`src/rtl/sprite_pkg.sv`:
```
// Shared definitions for the sprite engine write path: register map,
// scheduler FSM states and the address legality check.
package sprite_pkg;

    localparam int V_ACTIVE = 768;

    typedef enum logic [5:0] {
        SPR0_POS  = 6'h04,
        SPR0_BMP0 = 6'h06, SPR0_BMP1 = 6'h08, SPR0_BMP2 = 6'h0A,
        SPR0_BMP3 = 6'h0C, SPR0_BMP4 = 6'h0E, SPR0_BMP5 = 6'h10,
        SPR0_BMP6 = 6'h12, SPR0_BMP7 = 6'h14, SPR0_BMP8 = 6'h16,
        SPR1_POS  = 6'h1A,
        SPR1_BMP0 = 6'h1C, SPR1_BMP1 = 6'h1E, SPR1_BMP2 = 6'h20,
        SPR1_BMP3 = 6'h22, SPR1_BMP4 = 6'h24, SPR1_BMP5 = 6'h26,
        SPR1_BMP6 = 6'h28, SPR1_BMP7 = 6'h2A, SPR1_BMP8 = 6'h2C
    } spr_reg_e;

    typedef enum logic [1:0] {IDLE, WAIT, ISSUE, GAP} state_t;

    typedef struct packed {
        logic [5:0]  addr;
        logic [15:0] data;
    } wr_req_t;

    // 0x18 sits between the two sprite banks and is not a register.
    function automatic logic is_legal_addr(input logic [5:0] addr);
        return !addr[0] &&
               ((addr >= SPR0_POS && addr <= SPR0_BMP8) ||
                (addr >= SPR1_POS && addr <= SPR1_BMP8));
    endfunction

endpackage

```
`src/rtl/sprite_wr_fifo.sv`:
```
// Synchronous FIFO for pending engine writes; push and pop may coincide,
// including when full, in which case the pop frees the slot for the push.
module sprite_wr_fifo #(
    parameter int DEPTH = 4,
    parameter int W     = 22,
    parameter int LVL_W = $clog2(DEPTH + 1)
) (
    input  logic             clk,
    input  logic             rst,
    input  logic             flush,
    input  logic             push,
    input  logic             pop,
    input  logic [W-1:0]     wdata,
    output logic [W-1:0]     rdata,
    output logic             full,
    output logic             empty,
    output logic [LVL_W-1:0] level
);
    localparam int AW = $clog2(DEPTH);

    logic [W-1:0]  mem [DEPTH];
    logic [AW-1:0] wr_ptr;
    logic [AW-1:0] rd_ptr;
    logic          do_push;
    logic          do_pop;

    assign full    = (level == LVL_W'(DEPTH));
    assign empty   = (level == '0);
    assign do_pop  = pop && !empty;
    assign do_push = push && (!full || do_pop);
    assign rdata   = mem[rd_ptr];

    // NOTE: state registers use non-blocking assignments so every flop samples pre-edge values.
    always_ff @(posedge clk or posedge rst) begin
        if (rst) begin
            wr_ptr <= '0;
            rd_ptr <= '0;
            level  <= '0;
        end else if (flush) begin
            wr_ptr <= '0;
            rd_ptr <= '0;
            level  <= '0;
        end else begin
            if (do_push) wr_ptr <= wr_ptr + AW'(1);
            if (do_pop)  rd_ptr <= rd_ptr + AW'(1);
            if (do_push && !do_pop)      level <= level + LVL_W'(1);
            else if (do_pop && !do_push) level <= level - LVL_W'(1);
        end
    end

    // NOTE: storage has no reset; pointers and level alone define which entries are valid.
    always_ff @(posedge clk) begin
        if (do_push && !flush) mem[wr_ptr] <= wdata;
    end

endmodule

```
`src/rtl/sprite_write_sched.sv`:
```
// Round-robin write scheduler in front of the sprite engine register port;
// drains queued writes only inside the vblank / stream-off window, under a per-frame budget.
module sprite_write_sched
    import sprite_pkg::*;
#(
    parameter int DEPTH  = 4,
    parameter int BUDGET = 16,
    parameter int LVL_W  = $clog2(DEPTH + 1)
) (
    input  logic             clk,
    input  logic             rst,
    input  logic             stream_en,
    input  logic             vblank,
    input  logic             flush,
    input  logic             req0_valid,
    output logic             req0_ready,
    input  logic [5:0]       req0_addr,
    input  logic [15:0]      req0_data,
    input  logic             req1_valid,
    output logic             req1_ready,
    input  logic [5:0]       req1_addr,
    input  logic [15:0]      req1_data,
    output logic             wr_en,
    output logic [5:0]       wr_addr,
    output logic [15:0]      wr_data,
    output logic [LVL_W-1:0] fifo_level,
    output logic             busy,
    output logic             addr_err
);
    localparam int CNT_W = (BUDGET > 0) ? $clog2(BUDGET + 1) : 1;
    localparam logic [CNT_W-1:0] BUDGET_C = CNT_W'(BUDGET);
    localparam logic [CNT_W-1:0] CNT_MAX  = {CNT_W{1'b1}};

    state_t           state;
    wr_req_t          head;
    wr_req_t          sel;
    logic [CNT_W-1:0] cnt;
    logic             full, empty, rr, vblank_q;
    logic             win, can_issue, pop, space, acc, legal, push, both;

    assign win       = !stream_en || vblank;
    assign can_issue = win && !empty && (BUDGET == 0 || cnt < BUDGET_C);
    assign pop       = (state == WAIT || state == GAP) && can_issue && !flush;
    assign space     = (!full || pop) && !flush;

    // When both requesters are valid exactly one ready is high, chosen by rr.
    assign both       = req0_valid && req1_valid;
    assign req0_ready = space && !(both && rr);
    assign req1_ready = space && !(both && !rr);
    assign acc        = (req0_valid && req0_ready) || (req1_valid && req1_ready);
    assign sel        = (req1_valid && req1_ready) ? '{addr: req1_addr, data: req1_data}
                                                   : '{addr: req0_addr, data: req0_data};
    assign legal      = is_legal_addr(sel.addr);
    assign push       = acc && legal;
    assign busy       = (state != IDLE) || (fifo_level != '0);

    sprite_wr_fifo #(
        .DEPTH (DEPTH),
        .W     ($bits(wr_req_t)),
        .LVL_W (LVL_W)
    ) u_fifo (
        .clk   (clk),
        .rst   (rst),
        .flush (flush),
        .push  (push),
        .pop   (pop),
        .wdata (sel),
        .rdata (head),
        .full  (full),
        .empty (empty),
        .level (fifo_level)
    );

    always_ff @(posedge clk or posedge rst) begin
        if (rst) begin
            rr       <= 1'b0;
            addr_err <= 1'b0;
        end else if (flush) begin
            rr       <= 1'b0;
            addr_err <= 1'b0;
        end else begin
            if (both && acc)    rr       <= !rr;
            if (acc && !legal)  addr_err <= 1'b1;
        end
    end

    // GAP may pop directly so back-to-back writes sustain one strobe per two cycles.
    always_ff @(posedge clk or posedge rst) begin
        if (rst) begin
            state    <= IDLE;
            wr_en    <= 1'b0;
            wr_addr  <= '0;
            wr_data  <= '0;
            cnt      <= '0;
            vblank_q <= 1'b0;
        end else begin
            vblank_q <= vblank;
            wr_en    <= 1'b0;
            if (pop) begin
                wr_en   <= 1'b1;
                wr_addr <= head.addr;
                wr_data <= head.data;
            end

            if (!stream_en)                         cnt <= '0;
            else if (vblank && !vblank_q)           cnt <= '0;
            else if (state == ISSUE && cnt != CNT_MAX) cnt <= cnt + CNT_W'(1);

            if (flush) begin
                state <= IDLE;
            end else begin
                case (state)
                    IDLE:    if (!empty) state <= WAIT;
                    WAIT:    if (pop)    state <= ISSUE;
                    ISSUE:   state <= GAP;
                    GAP:     state <= pop ? ISSUE : (!empty ? WAIT : IDLE);
                    default: state <= IDLE;
                endcase
            end
        end
    end

endmodule
```
`config.mk`:
```
export PLATFORM = sky130hd
export DESIGN_NAME = sprite_write_sched
export DESIGN_NICKNAME = d
export VERILOG_FILES = /design/src/rtl/sprite_pkg.sv /design/src/rtl/sprite_wr_fifo.sv /design/src/rtl/sprite_write_sched.sv
export SDC_FILE = /design/constraint.sdc
export NUM_CORES = 1
export LEC_CHECK = 0
export ABC_CLOCK_PERIOD_IN_PS = 6180
export CORE_MARGIN = 2
export CORE_UTILIZATION = 54
export DETAILED_ROUTE_END_ITERATION = 10
export GPL_TIMING_DRIVEN = 0
export PLACE_DENSITY = 0.8
export SLEW_MARGIN = 20
export SYNTH_ARGS = -nofsm -noshare
export SYNTH_HDL_FRONTEND = slang
export SYNTH_HIERARCHICAL = 1
export SYNTH_SLANG_ARGS = --single-unit
export TNS_END_PERCENT = 100
```
`constraint.sdc`:
```
create_clock -name clk -period 6.18 [get_ports clk]
set_clock_uncertainty 0.15 [all_clocks]
set_input_delay 1.236 -clock clk [delete_from_list [all_inputs] [get_ports clk]]
set_output_delay 1.236 -clock clk [all_outputs]
set_load 0.02 [all_outputs]
```
==> After elaboration in Yosys (flattened, before gate mapping) <==
Memories as Yosys holds them, arrays and structs flattened. A register that Yosys moved wholly into a read port is not among the register bits.
Cells that the tools add are included.
W data, S select, Z words.
{ "op_classes": {"addsub": 5, "magnitude_cmp": 5, "eq_ne": 8, "muxes": 24, "reduce_logical": 54} }
{ "ops": {"columns": ["op", "count"], "rows": [
  ["$logic_and A1 B1 Y1", 25],
  ["$mux W22", 1],
  ["$mux W2", 8],
  ["$mux W5", 3],
  ["$logic_not A1 Y1", 12],
  ["$reduce_bool A2 Y1", 5],
  ["$mux W3", 3],
  ["$mux W1", 8],
  ["$pmux W2 S4", 1],
  ["$logic_or A1 B1 Y1", 7],
  ["$ge A6 B3 Y1 const B", 1],
  ["$ge A6 B5 Y1 const B", 1],
  ["$le A6 B5 Y1 const B", 1],
  ["$le A6 B6 Y1 const B", 1],
  ["$ne A3 B3 Y1 const B", 2],
  ["$reduce_bool A3 Y1", 2],
  ["$add A5 B1 Y5 const B", 1],
  ["$lt A5 B5 Y1 const B", 1],
  ["$ne A5 B5 Y1 const B", 1],
  ["$add A2 B1 Y2 const B", 2],
  ["$eq A2 B2 Y1 const B", 2],
  ["$add A3 B1 Y3 const B", 1],
  ["$eq A3 B3 Y1 const B", 1],
  ["$logic_not A3 Y1", 1],
  ["other kinds (5)", 5]
]} }
{ "word_totals": {"regBits": 18, "ramBits": 88, "in_bits": 51, "elab_cells": 106, "memories": 1} }
{ "mem_list": {"columns": ["memory", "words", "word_bits", "read_ports", "rd_ports_with_merged_regs", "write_ports", "line_no", "text"], "rows": [
  ["u_fifo.mem", 4, 22, 1, 1, 1, "sprite_wr_fifo.sv:21", "logic [W-1:0] mem [DEPTH];"]
]} }

==> Depth between registers and ports, before layout <==
{ "depth": {"depth_word": 22, "depth_mapped": 12} }

==> Modules after synthesis <==
The synthesis kept the hierarchy.
{ "by_module_without_submodules": {"columns": ["mod", "instances", "cells_per_inst", "area_each_um2"], "rows": [
  ["sprite_wr_fifo", 1, 179, 3748.6],
  ["sprite_write_sched", 1, 140, 1711.6]
]} }

==> Worst setup path after synthesis <==
OpenSTA, ideal clock, no wires.
{ "synth_timing": {"path_type": "input to register", "from": "input port stream_en", "to": "memory u_fifo.mem[0][0] (enable)", "arrival_time_ns": 4.591, "setup_slack_ns": 1.005, "stages": 7, "n_path_buf": 1, "path_cell_list": "a2111o_1 a211oi_2 mux2i_1 nor2b_1 buf_2 o21ai_0 nor3b_1"} }
{ "synth_via": {"elab_chain_cells": 20} }
{ "synth_rtl": {"columns": ["element", "line_no", "text"], "rows": [
  ["start: declaration", "sprite_write_sched.sv:12", "input logic stream_en,"],
  ["$logic_not A1 Y1 (*)", null, null],
  ["$logic_or A1 B1 Y1 (*)", "sprite_write_sched.sv:41", "assign win = !stream_en || vblank;"],
  ["$logic_and A1 B1 Y1 (*) (2 in a row)", "sprite_write_sched.sv:42", "assign can_issue = win && !empty && (BUDGET == 0 || cnt < BUDGET_C);"],
  ["$logic_and A1 B1 Y1 (*) (2 in a row)", "sprite_write_sched.sv:43", "assign pop = (state == WAIT || state == GAP) && can_issue && !flush;"],
  ["$logic_or A1 B1 Y1 (*)", "sprite_write_sched.sv:44", "assign space = (!full || pop) && !flush;"],
  ["$logic_and A1 B1 Y1 (*)", "sprite_write_sched.sv:44", null],
  ["$logic_and A1 B1 Y1", "sprite_write_sched.sv:49", "assign req1_ready = space && !(both && !rr);"],
  ["$logic_and A1 B1 Y1", "sprite_write_sched.sv:50, sprite_write_sched.sv:51", null],
  ["[... 3 more ...]", null, null],
  ["$logic_or A1 B1 Y1", "sprite_pkg.sv:28", "((addr >= SPR0_POS && addr <= SPR0_BMP8) ||"],
  ["$logic_and A1 B1 Y1", "sprite_pkg.sv:27", "return !addr[0] &&"],
  ["$logic_and A1 B1 Y1 (*)", "sprite_write_sched.sv:54", "assign push = acc && legal;"],
  ["net push", "sprite_write_sched.sv:39", "logic win, can_issue, pop, space, acc, legal, push, both;"],
  ["$logic_and A1 B1 Y1 (*)", "sprite_wr_fifo.sv:30", "assign do_push = push && (!full || do_pop);"],
  ["$logic_and A1 B1 Y1 (*)", "sprite_wr_fifo.sv:53", "if (do_push && !flush) mem[wr_ptr] <= wdata;"],
  ["$mux W1 (*)", "sprite_wr_fifo.sv:53", null],
  ["$mux W1 (not written as such) (*)", "sprite_wr_fifo.sv:53", null],
  ["end: declaration", "sprite_wr_fifo.sv:21", null]
]} }
The timed path passes the listed nets; every way through them passes the cells marked *.

==> Worst setup path in the final report <==
{ "layout_timing": {"from": "input port vblank", "to": "output port req0_ready"} }
{ "layout_via": {"elab_chain_cells": 8} }
{ "layout_rtl": {"columns": ["element", "line_no", "text"], "rows": [
  ["start: declaration", "sprite_write_sched.sv:13", "input logic vblank,"],
  ["$logic_or A1 B1 Y1", "sprite_write_sched.sv:41", null],
  ["$logic_and A1 B1 Y1 (2 in a row)", "sprite_write_sched.sv:42", null],
  ["$logic_and A1 B1 Y1 (2 in a row)", "sprite_write_sched.sv:43", null],
  ["net pop", "sprite_write_sched.sv:39", null],
  ["$logic_or A1 B1 Y1", "sprite_write_sched.sv:44", null],
  ["$logic_and A1 B1 Y1", "sprite_write_sched.sv:44", null],
  ["$logic_and A1 B1 Y1", "sprite_write_sched.sv:48", "assign req0_ready = space && !(both && rr);"],
  ["end: declaration", "sprite_write_sched.sv:16", "output logic req0_ready,"]
]} }
The timed path passes the listed nets, and every way through them passes these cells.

==> reports/qor.txt <==
status -> completed
Mapped Nets -> 377
first-pass GRT wire length -> 18.4 mm
top cells by count, synth -> edfxtp_1 (88), mux2_2 (44), dfrtp_1 (40)
internal power -> 1660 uW
most common cell in the netlist -> edfxtp_1
Die Area -> 10900 sq um
RR Endpoint -> u_fifo/mem[0][1]$_DFFE_PP_
CP Launch Type -> input pin
critical path peak fanout -> 11
Hold EP -> wr_addr[5]$_DFFE_PP0P_
RSZ-0062 raised after global routing -> no
vias per std cell -> 5.66
Syn Area/Cell -> 17.1 sq um
share of the synthesized area in the top cell type -> 48.4%
Pwr Density -> 305 nW/um^2
main combinational cell family by area after synthesis -> multiplexers
VDD IR max -> 208 uV
Root Buffer -> clkbuf_8
gpl congestion -> 0.781
Final Hold Viols -> 0
Synth Instances -> 319
Reg2Reg Launch Point -> u_fifo/level[0]$_DFFE_PP0P_
post-place setup slack -> 0.840 ns
Register-to-Register Path Depth -> 10
total gr overflow -> 0
Hold Buf Count CTS -> 0
ys flop type -> edfxtp_1
Post-Syn Area -> 5460 sq um
vias in the first global route -> 3507
clk_lat worst skew -> 0.51 ns
CTS tree -> yes
Peak Freq -> 188 MHz
# Post-CTS Setup Buffers -> 0
Slew Viols, Final -> 0
clk slew on worst S/H paths -> 0.06 ns
r2r setup slk -> 1.91 ns
Routed Antenna Nets -> 0
worst min path class -> reg2reg
CP arrival -> 3.94 ns
slew margin rel. -> 42.1%
Area contributors post-synth -> edfxtp_1 (48%), dfrtp_1 (18%), mux2_2 (9.1%)
compound-cell area share of the yosys netlist -> 3.46%
FF+latch count, synth -> 128
leakage -> 0.00263 uW
port buffer count -> 80
n_diodes -> 0
post-synthesis mux area share -> 19.8%
switching fraction of total power -> 23.2%
area grow syn2layout -> 30.2%
drt first pass iters -> 4
Simple-Gate Fraction of Synth Area -> 4.72%
Post-synth EDFFs -> 88
final layout net count -> 484
row count -> 36
initial antenna violation count -> 0
pin count of the biggest net entering global routing -> 34
min-delay src -> wr_addr[5]$_DFFE_PP0P_
CTS Buffer Depth -> 2
Core Area -> 9770 sq um
die height -> 105 um
pin slew with the least headroom to its limit -> 0.865 ns
drt drc -> 0
per-cell routed wire length -> 20.2 um
post-synthesis sequential area ratio -> 66.7%
critical path required time -> 4.79 ns
io pins -> 81
critical path type -> in2out
PnR worst setup slack -> 0.851 ns
Post-DP HPWL -> 7.34 mm
Post-Synth Adder-Cell Area -> 1.74%
Netlist cell types -> 41
max_cap viols -> 0
DP Cell Count -> 540
synth warn -> 6
Cell Count, Final, Fillers Out -> 572
endpoint class of the critical path -> primary output
number of H-tree levels -> 4
asr flop ratio synth -> 31.3%
final setup TNS -> 0 ns
Flop pwr share -> 45.0%
Combinational Power Share -> 9.9%
period utilisation layout -> 86.2%
setup violators final -> 0
Total GRT Usage -> 22.6%
PostCTS Resize Cnt -> 0
Hold WS -> 0.353 ns
Initial Util -> 55.9%
Switching Power -> 503 uW
CTS sink cnt -> 128
final WL -> 11.6 mm
Iter 0 DRT Violations -> 183
layout cell share with drive strength beyond 1 -> 28.7%
power share of the clock group -> 45.0%
die width -> 105 um
Vias -> 3239
worst hold path stage count -> 1
Synth Area in XOR/XNOR -> 1.12%
CTS Buf Count -> 17
Tmin final -> 5.33 ns
Synth area leader -> edfxtp_1
sequential cells by signal, summed over array words and instances, names as in the netlist, 2 cells and up:
signal	flops
u_fifo/wr_ptr	2
u_fifo/level	3
wr_data	16
cnt	5
u_fifo/rd_ptr	2
u_fifo/mem	88
wr_addr	6
state	2
worst max-delay path, cell delays in order:
cell,delay (ns)
clkdlybuf4s50_1,0.48
inv_1,0.05
a2111o_1,0.46
nor2_1,0.50
buf_4,0.33
nor2_1,0.09
a31oi_1,0.15
clkdlybuf4s50_1,0.63
worst max-delay path by stage:
| stage | startpoint | end | cells after the start |
|---|---|---|---|
| detailed placement | vblank | u_fifo/mem[0][14]$_DFFE_PP_ | 10 |
| floorplan | stream_en | u_fifo/mem[0][0]$_DFFE_PP_ | 7 |
| global route | vblank | req0_ready | 8 |
| finish | vblank | req0_ready | 8 |
| CTS | vblank | req0_ready | 8 |
| global placement | vblank | u_fifo/mem[1][14]$_DFFE_PP_ | 9 |
area by class of cell:
class / instances / area (sq um)
Multi-Input combinational cell: 165 / 1700
Sequential cell: 128 / 3640
Fill cell: 617 / 2670
Inverter: 11 / 41.3
Buffer: 15 / 93.8
Clock buffer: 18 / 428
Clock inverter: 14 / 156
Timing Repair Buffer: 88 / 876
Tap cell: 133 / 166
routing by layer:
metal  wire, um  track usage, %
met1       4580            27.7
met2       6250            39.4
met4        145            7.92
met3        588            5.18
met5          0               0
power groups by stage:
stage	logic [uW]	clock network (uW)	registers [uW]
2_1_floorplan	75.2	0	1020
3_3_place_gp	204	0	990
3_5_place_dp	213	0	991
4_1_cts	217	993	975
5_1_grt	228	1030	978
6_report	215	975	975
cells in the final DEF, fill, tap and decap left out, drive strengths merged, types with 3 or more instances in the layout:
cell	n
clkdlybuf4s50	80
inv	16
edfxtp	88
mux2	47
nor3b	4
mux4	22
clkinv	4
o21ai	4
buf	19
nand2b	5
xor2	4
dfrtp	40
a21oi	4
nand2	7
clkinvlp	3
nor2	24
mux2i	5
ha	6
a31oi	3
xnor2	3
clkbuf	22
o311ai	3
kinds of logic after synthesis:
logic type      Yosys count
flops                   128
mux                      74
simple gates             52
buf+inv                  26
compound gates           25
xor+xnor                  7
fa+ha+maj                 7
through the flow:
stage	util [%]	power, uW	instance area [sq um]
after floorplan	-	1090	5460
after global placement	65.8	1190	6430
after detailed placement	66.7	1200	6520
after CTS	72.7	2180	7110
after global routing	72.7	2240	7110
final	72.7	2170	7110
No activity file was read; power rests on OpenSTA's default activity.
